==> src/rtl/imem_debug_loader.sv <==
// imem_debug_loader: receives a byte stream from the host link and packs it
// into little-endian words. Each word is written to the instruction RAM
// debug port, read back and compared. The CPU is held while a load runs.
//
// state   | meaning
// --------+-----------------------------------------------------------
// IDLE    | waiting for start; CPU released
// COLLECT | accepting bytes into the word buffer; idle-timeout running
// WRITE   | word presented on A2/WD2 with WE2=4'hF
// READ    | A2 presented for readback; RD2 returns next cycle
// CHECK   | RD2 compared with held word; address/remaining advanced
// DONE    | one-cycle done pulse, then back to IDLE
module imem_debug_loader #(
  parameter int TIMEOUT = 1000000,
  parameter int TO_W    = 20
) (
  input  logic        clk,
  input  logic        rst,
  input  logic        start,
  input  logic [31:0] base_addr,
  input  logic [15:0] word_count,
  input  logic [7:0]  in_data,
  input  logic        in_valid,
  output logic        in_ready,
  output logic [31:0] A2,
  output logic [31:0] WD2,
  output logic [3:0]  WE2,
  input  logic [31:0] RD2,
  output logic        busy,
  output logic        cpu_hold,
  output logic        done,
  output logic        timeout,
  output logic [15:0] err_cnt
);

  typedef enum logic [2:0] {
    S_IDLE, S_COLLECT, S_WRITE, S_READ, S_CHECK, S_DONE
  } state_t;

  localparam logic [TO_W-1:0] TO_LAST = TO_W'(TIMEOUT - 1);

  state_t          r_state;
  state_t          w_next;
  logic [31:0]     r_addr;
  logic [31:0]     r_word;
  logic [15:0]     r_remaining;
  logic [1:0]      r_byte_idx;
  logic [TO_W-1:0] r_to_cnt;
  logic            r_timeout;
  logic [15:0]     r_err_cnt;
  logic [31:0]     r_a2;
  logic [31:0]     r_wd2;
  logic            w_xfer;
  logic            w_last_byte;
  logic            w_to_hit;
  logic            w_unused_base_lsbs;

  assign w_xfer      = in_valid && (r_state == S_COLLECT);
  assign w_last_byte = w_xfer && (r_byte_idx == 2'd3);
  // Abort on the idle cycle that would bring the counter up to TIMEOUT.
  assign w_to_hit    = (r_state == S_COLLECT) && !w_xfer && (r_to_cnt == TO_LAST);
  assign w_unused_base_lsbs = ^base_addr[1:0];

  // State register; async reset drops straight to IDLE, killing any write.
  always_ff @(posedge clk or negedge rst) begin
    if (!rst) r_state <= S_IDLE;
    else      r_state <= w_next;
  end

  // Next-state logic.
  always_comb begin
    w_next = r_state;
    case (r_state)
      S_IDLE:    if (start) w_next = (word_count == 16'd0) ? S_DONE : S_COLLECT;
      S_COLLECT: begin
        if (w_last_byte)   w_next = S_WRITE;
        else if (w_to_hit) w_next = S_DONE;
      end
      S_WRITE:   w_next = S_READ;
      S_READ:    w_next = S_CHECK;
      S_CHECK:   w_next = (r_remaining == 16'd1) ? S_DONE : S_COLLECT;
      S_DONE:    w_next = S_IDLE;
      default:   w_next = S_IDLE;
    endcase
  end

  // State-decoded outputs.
  always_comb begin
    in_ready = 1'b0;
    WE2      = 4'h0;
    busy     = 1'b1;
    done     = 1'b0;
    case (r_state)
      S_IDLE:    busy     = 1'b0;
      S_COLLECT: in_ready = 1'b1;
      S_WRITE:   WE2      = 4'hF;
      S_DONE:    done     = 1'b1;
      default:   ;
    endcase
  end

  assign cpu_hold = busy;
  assign A2       = r_a2;
  assign WD2      = r_wd2;
  assign timeout  = r_timeout;
  assign err_cnt  = r_err_cnt;

  // Datapath: byte packing, address/count bookkeeping, timeout and readback check.
  always_ff @(posedge clk or negedge rst) begin
    if (!rst) begin
      r_addr      <= '0;
      r_word      <= '0;
      r_remaining <= '0;
      r_byte_idx  <= '0;
      r_to_cnt    <= '0;
      r_timeout   <= 1'b0;
      r_err_cnt   <= '0;
      r_a2        <= '0;
      r_wd2       <= '0;
    end else begin
      if (r_state != S_COLLECT) begin
        r_byte_idx <= '0;
        r_to_cnt   <= '0;
      end
      case (r_state)
        S_IDLE: if (start) begin
          r_addr      <= {base_addr[31:2], 2'b00};
          r_remaining <= word_count;
          r_err_cnt   <= '0;
          r_timeout   <= 1'b0;
        end
        S_COLLECT: begin
          if (w_xfer) begin
            case (r_byte_idx)
              2'd0:    r_word[7:0]   <= in_data;
              2'd1:    r_word[15:8]  <= in_data;
              2'd2:    r_word[23:16] <= in_data;
              default: r_word[31:24] <= in_data;
            endcase
            r_byte_idx <= r_byte_idx + 2'd1;
            r_to_cnt   <= '0;
            if (w_last_byte) begin
              r_a2  <= r_addr;
              r_wd2 <= {in_data, r_word[23:0]};
            end
          end else if (w_to_hit) begin
            r_timeout <= 1'b1;
          end else begin
            r_to_cnt <= r_to_cnt + 1'b1;
          end
        end
        S_CHECK: begin
          if ((RD2 != r_wd2) && (r_err_cnt != 16'hFFFF)) r_err_cnt <= r_err_cnt + 16'd1;
          r_addr      <= r_addr + 32'd4;
          r_remaining <= r_remaining - 16'd1;
        end
        default: ;
      endcase
    end
  end

endmodule
==> config.mk <==
export PLATFORM = sky130hd
export DESIGN_NAME = imem_debug_loader
export DESIGN_NICKNAME = d
export VERILOG_FILES = /design/src/rtl/imem_debug_loader.sv
export SDC_FILE = /design/constraint.sdc
export NUM_CORES = 1
export LEC_CHECK = 0
export CAP_MARGIN = 20
export CORE_MARGIN = 4
export CORE_UTILIZATION = 51
export CTS_CLUSTER_DIAMETER = 50
export DETAILED_ROUTE_END_ITERATION = 16
export GPL_ROUTABILITY_DRIVEN = 0
export PLACE_DENSITY = 0.77
export SLEW_MARGIN = 20
export SYNTH_ARGS = -nofsm -noshare
export SYNTH_HDL_FRONTEND = slang
export SYNTH_SLANG_ARGS = --single-unit
export TNS_END_PERCENT = 20
==> constraint.sdc <==
create_clock -name clk -period 4.08 [get_ports clk]
set_input_delay 0.612 -clock clk [delete_from_list [all_inputs] [get_ports clk]]
set_output_delay 0.612 -clock clk [all_outputs]
set_load 0.005 [all_outputs]
### Word level (Yosys, flattened, before mapping)

Index checks and enable logic that the tools add are counted.

| operators by class | value |
|---|---|
| equality and inequality tests | 18 |
| muxes and demuxes | 28 |
| add/sub/neg operators | 5 |
| reductions and logical operators | 19 |

Operator list:

| cell | number |
|---|---|
| 2-to-1 mux 20 bit | 4 |
| case mux 16 bit (2 select lines) | 2 |
| case mux 32 bit (2 select lines) | 1 |
| 2-to-1 mux 16 bit | 3 |
| adder 32 x 3 -> 32 bit (second input constant) | 1 |
| 2-to-1 mux 32 bit | 1 |
| != test 32 bit | 1 |
| adder 20 x 1 -> 20 bit (second input constant) | 1 |
| equality test 20 bit (second input constant) | 1 |
| adder 16 x 1 -> 16 bit (second input constant) | 1 |
| equality test 16 x 1 -> 1 bit (second input constant) | 1 |
| zero test 16 bit | 1 |
| != test 16 bit (second input constant) | 1 |
| subtractor 16 x 1 -> 16 bit (second input constant) | 1 |
| 2-to-1 mux 3 bit | 5 |
| case mux 3 bit (5 select lines) | 1 |
| AND reduction 3 bit | 5 |
| != test 2 bit (second input constant) | 4 |
| equality test 3 x 2 -> 1 bit (second input constant) | 2 |
| equality test 3 bit (second input constant) | 2 |
| 2-to-1 mux 1 bit | 6 |
| 2-to-1 mux 2 bit | 3 |
| logical AND 1 bit | 5 |
| equality test 2 bit (second input constant) | 2 |
| other kinds (13) | 15 |

| storage, ports and cells | value |
|---|---|
| word-level logic and storage cells | 82 |
| output and inout port bits | 89 |
| register bits | 178 |

### Depth between registers and ports, before layout

| logic depth | value |
|---|---|
| depth in word-level cells | 8 |
| mapped depth | 9 |
| mapped depth without buffers | 7 |

### Worst setup path before layout

No wires, ideal clock.

| timing path | value |
|---|---|
| path type | register to register |
| from | register r_remaining[4] |
| to | register r_remaining[14] |
| clock period less this slack | 2531 ps |
| path slack | 1549 ps |
| setup time | 126 ps |
| arrival time | 2405 ps |
| cell stages (with the launch flop) | 10 |
| path through | dfrtp_1 or3_1 buf_2 or4_1 clkbuf_2 or4_1 buf_6 o21ai_2 a21boi_1 a221o_1 |

| between the ends | value |
|---|---|
| longest elaborated chain between the ends | 2 |

Ends and longest elaborated chain:

| element | RTL line | RTL |
|---|---|---|
| start: declaration | 46 | `logic [15:0] r_remaining;` |
| start signal: assignment | 128 | `r_remaining <= word_count;` |
| start signal: assignment | 155 | `r_remaining <= r_remaining - 16'd1;` |
| subtractor 16 x 1 -> 16 bit | 155 |  |
| case mux 16 bit (2 select lines) | 125 | `case (r_state)` |

No other way between the ends.
A chain may end at the register's enable or synchronous reset.

### Final worst setup path

| timing path | value |
|---|---|
| from | register r_err_cnt[0], in the netlist err_cnt[0] |
| to | register r_err_cnt[8], in the netlist err_cnt[8] |

| between the ends | value |
|---|---|
| longest elaborated chain between the ends | 4 |
| elaborated cells between the ends (all ways) | 7 |
| classes of those cells | add/sub: 1; eq/ne: 2; mux: 2; reduce/logical: 2 |

Ends and longest elaborated chain:

| element | RTL line | RTL |
|---|---|---|
| start: declaration | 50 | `logic [15:0] r_err_cnt;` |
| start signal: assignment | 153 | `if ((RD2 != r_wd2) && (r_err_cnt != 16'hFFFF)) r_err_cnt <= r_err_cnt + 16'd1;` |
| branches (longest 4 deep; another with adder 16 x 1 -> 16 bit) | - |  |

Several ways; the timed one is not identified. The select of a mux whose other input is x is not followed.

==> metrics.txt <==
Multi-input gate area 3860 um2; Final Core Density 68.7%; first-pass GRT wire length 34800 um; clock slew at reported path FFs 70 ps; layout cells sized above 1 15.7%; HP Class primary input to asynchronous set/reset pin; clk sinks 174; Final Skew 11.7 ps; M1 GR Usage 32.6%; Synth area leaders dfrtp_1 (52%), mux2_2 (12%), xnor2_1 (3.9%); FILL cells 1215; Slew HR 45.3%; Die Y 137 um; status finished, final reports clean; n_diodes 0; Setup TNS 0 ps; largest net degree at the start of global routing 83; Routed WL per cell 18.2 um; Post-synth EDFFs 0; Seq/Total Area, Yosys 51.7%; RSZ-0062 raised after global routing false; TritonCTS clock tree done; synth warn 0; internal cell power 0.00445 W; hold buffers post-CTS 0; final setup vio count 0; Yosys reg bits 174; Netlist Area Pre-Place 8430 um2; Vias/cell 5.80; Logic pwr share 31.5%; RR Startpoint err_cnt[0]$_DFFE_PN0P_; Post-synth top flop dfrtp_1; Slew @ Worst Pin 813 ps; final hold viol count 0; die width 137 um; share of synthesized registers carrying an async set or reset 100%; Register Area 4350 um2; Seq pwr share 42.7%; Sw Share 32.7%; Cells after Synth 779; GR Overflow Total 0; total number of vias 6828; CP Launch Type flop; CP peak stage delay 640 ps; max-slew violations 0; CP max FO 12; antenna violations before repair 0; Syn-to-layout area delta 30.9%; Final min period 2780 ps; I/O pin count 181; Final ANT Viol Nets 0; DP HPWL 14800 um; H-tree Lvls 4; commonest non-fill, non-tap cell in the layout clkdlybuf4s50_1; DRC Markers 0; Total GRT Usage 23.8%; CTS buffer count 17; WP data arrival 3160 ps; input/output buffers 176; Crit path max-delay family simple AND/OR/NAND/NOR gates; GRT Max-Usage Layer met2; clock latency on the worst-skew pair 430 ps; post-cts sizing count 0; vias in the first global route 6793; Buf/Inv on CP 0; power per cell area 599 nW/um2; clk buf depth 2; crit end category flop; Crit path required time 4460 ps; GR Util met2 37.4%; core footprint 16100 um2; met3 Track Usage GR 5.74%; Worst VDD drop 0.347 mV; Worst Setup SP err_cnt[0]$_DFFE_PN0P_; Mean Syn Cell Area 10.8 um2; CP max stage cell nor3_1; P_leak 4.61 nW; Pre-Repair DR Iteration Count 5; Net Switching 0.00216 W; commonest non-fill, non-tap cells in the layout clkdlybuf4s50_1 (175), dfrtp_1 (174), mux2_2 (87); cells along the critical path ha_1 > nand3_1 > nor3_1 > nand2_1 > a21oi_1 > o221a_2; num rows 46; Post-CTS Repair Setup Buffers 0; die area 18600 um2; post-synth cell types 58; 1st-iter DRT viols 486; post-synth top area share 51.7%; # nets final 1049; Post-Route WL 21400 um; post-synth top area cell dfrtp_1; final worst path period share 68.2%; Max Cap Viol 0; FMAX 359 MHz; Clock power frac 25.8%; root buf cell clkbuf_16; Initial Util 52.5%; critical path class flop to flop
[kinds of logic after synthesis]
kind of cell,after synthesis,share of synthesized area (%)
AOI/OAI and AO/OA,143,11.8
xor gates and xnor gates,51,5.30
adders and majority gates,9,1.34
buffers and inverters,53,2.76
DFF,174,51.7
muxes,89,11.9
other,1,0.0445
and+or+nand+nor,259,15.2
[per-stage QoR]
step                      total power (W)  cell area, um2  instances  setup slack, ps  hold WS (ps)
final                             0.00661           11000       1177             1300           101
after global routing              0.00701           11000       1177             1100           130
after floorplan                   0.00392            8430        780             1550           316
after global placement            0.00483           10400       1145             1240           466
after detailed placement          0.00490           10400       1145             1100           482
after CTS                         0.00664           11000       1177             1350           114
[layout make-up]
type                    instances  area share [%]
well taps                     216            2.45
clock buffers                  20            4.23
multi-input cells             553            35.0
inverters                      12           0.408
flip-flops and latches        174            39.5
repair buffers                190            17.0
clock inverters                12            1.44
[registers in the layout (all words and copies together) (netlist names)]
signal / count
WD2: 32
A2: 30
r_addr: 30
r_word: 24
r_to_cnt: 20
err_cnt: 16
r_remaining: 16
r_state: 3
r_byte_idx: 2
timeout: 1
[power groups by stage]
stage	logic, W	registers, W	clock network (W)
final	0.00208	0.00282	0.00170
after global routing	0.00230	0.00290	0.00181
after CTS	0.00210	0.00281	0.00173
after detailed placement	0.00207	0.00283	0
after global placement	0.00202	0.00281	0
after floorplan	0.00123	0.00269	0
[layer usage]
layer / share of wire [%] / wire (um) / vias to the layer above
met5: 0 / 0 / -
met2: 48 / 10200 / 214
met3: 6.1 / 1310 / 33
met4: 1.8 / 396 / 0
met1: 44 / 9530 / 3395
li1: - / - / 3186
[final timing paths]
path	to	slack, ps	cells after the start
hold / removal	r_word[21]$_DFFE_PN0P_	100	1
max in group asynchronous	r_remaining[8]$_DFFE_PN0P_	3050	2
setup / recovery	err_cnt[8]$_DFFE_PN0P_	1300	6
setup reg to reg	err_cnt[8]$_DFFE_PN0P_	1300	6
min in group clk	timeout$_DFFE_PN0P_	500	2
hold reg to reg	timeout$_DFFE_PN0P_	500	2
[synthesized netlist by cell type (3+ instances only)]
cell type	n
inv_1	11
nand2_1	56
xnor2_1	38
a31o_2	4
o21a_1	6
nand3_1	34
nor4_1	13
mux2_2	87
o21ai_0	27
nand2b_1	4
clkbuf_1	30
and3_1	22
a211oi_1	10
nor3_1	18
a31oi_1	17
ha_1	9
o211ai_1	14
xor2_1	13
o311ai_0	9
a221o_1	8
a311oi_1	6
o221a_2	3
buf_4	6
nor2_1	67
nand4_1	18
nor2b_1	5
o22ai_1	4
a21oi_1	22
or3_1	5
dfrtp_1	174
or2_2	3
No activity file was read; power rests on OpenSTA's default activity.
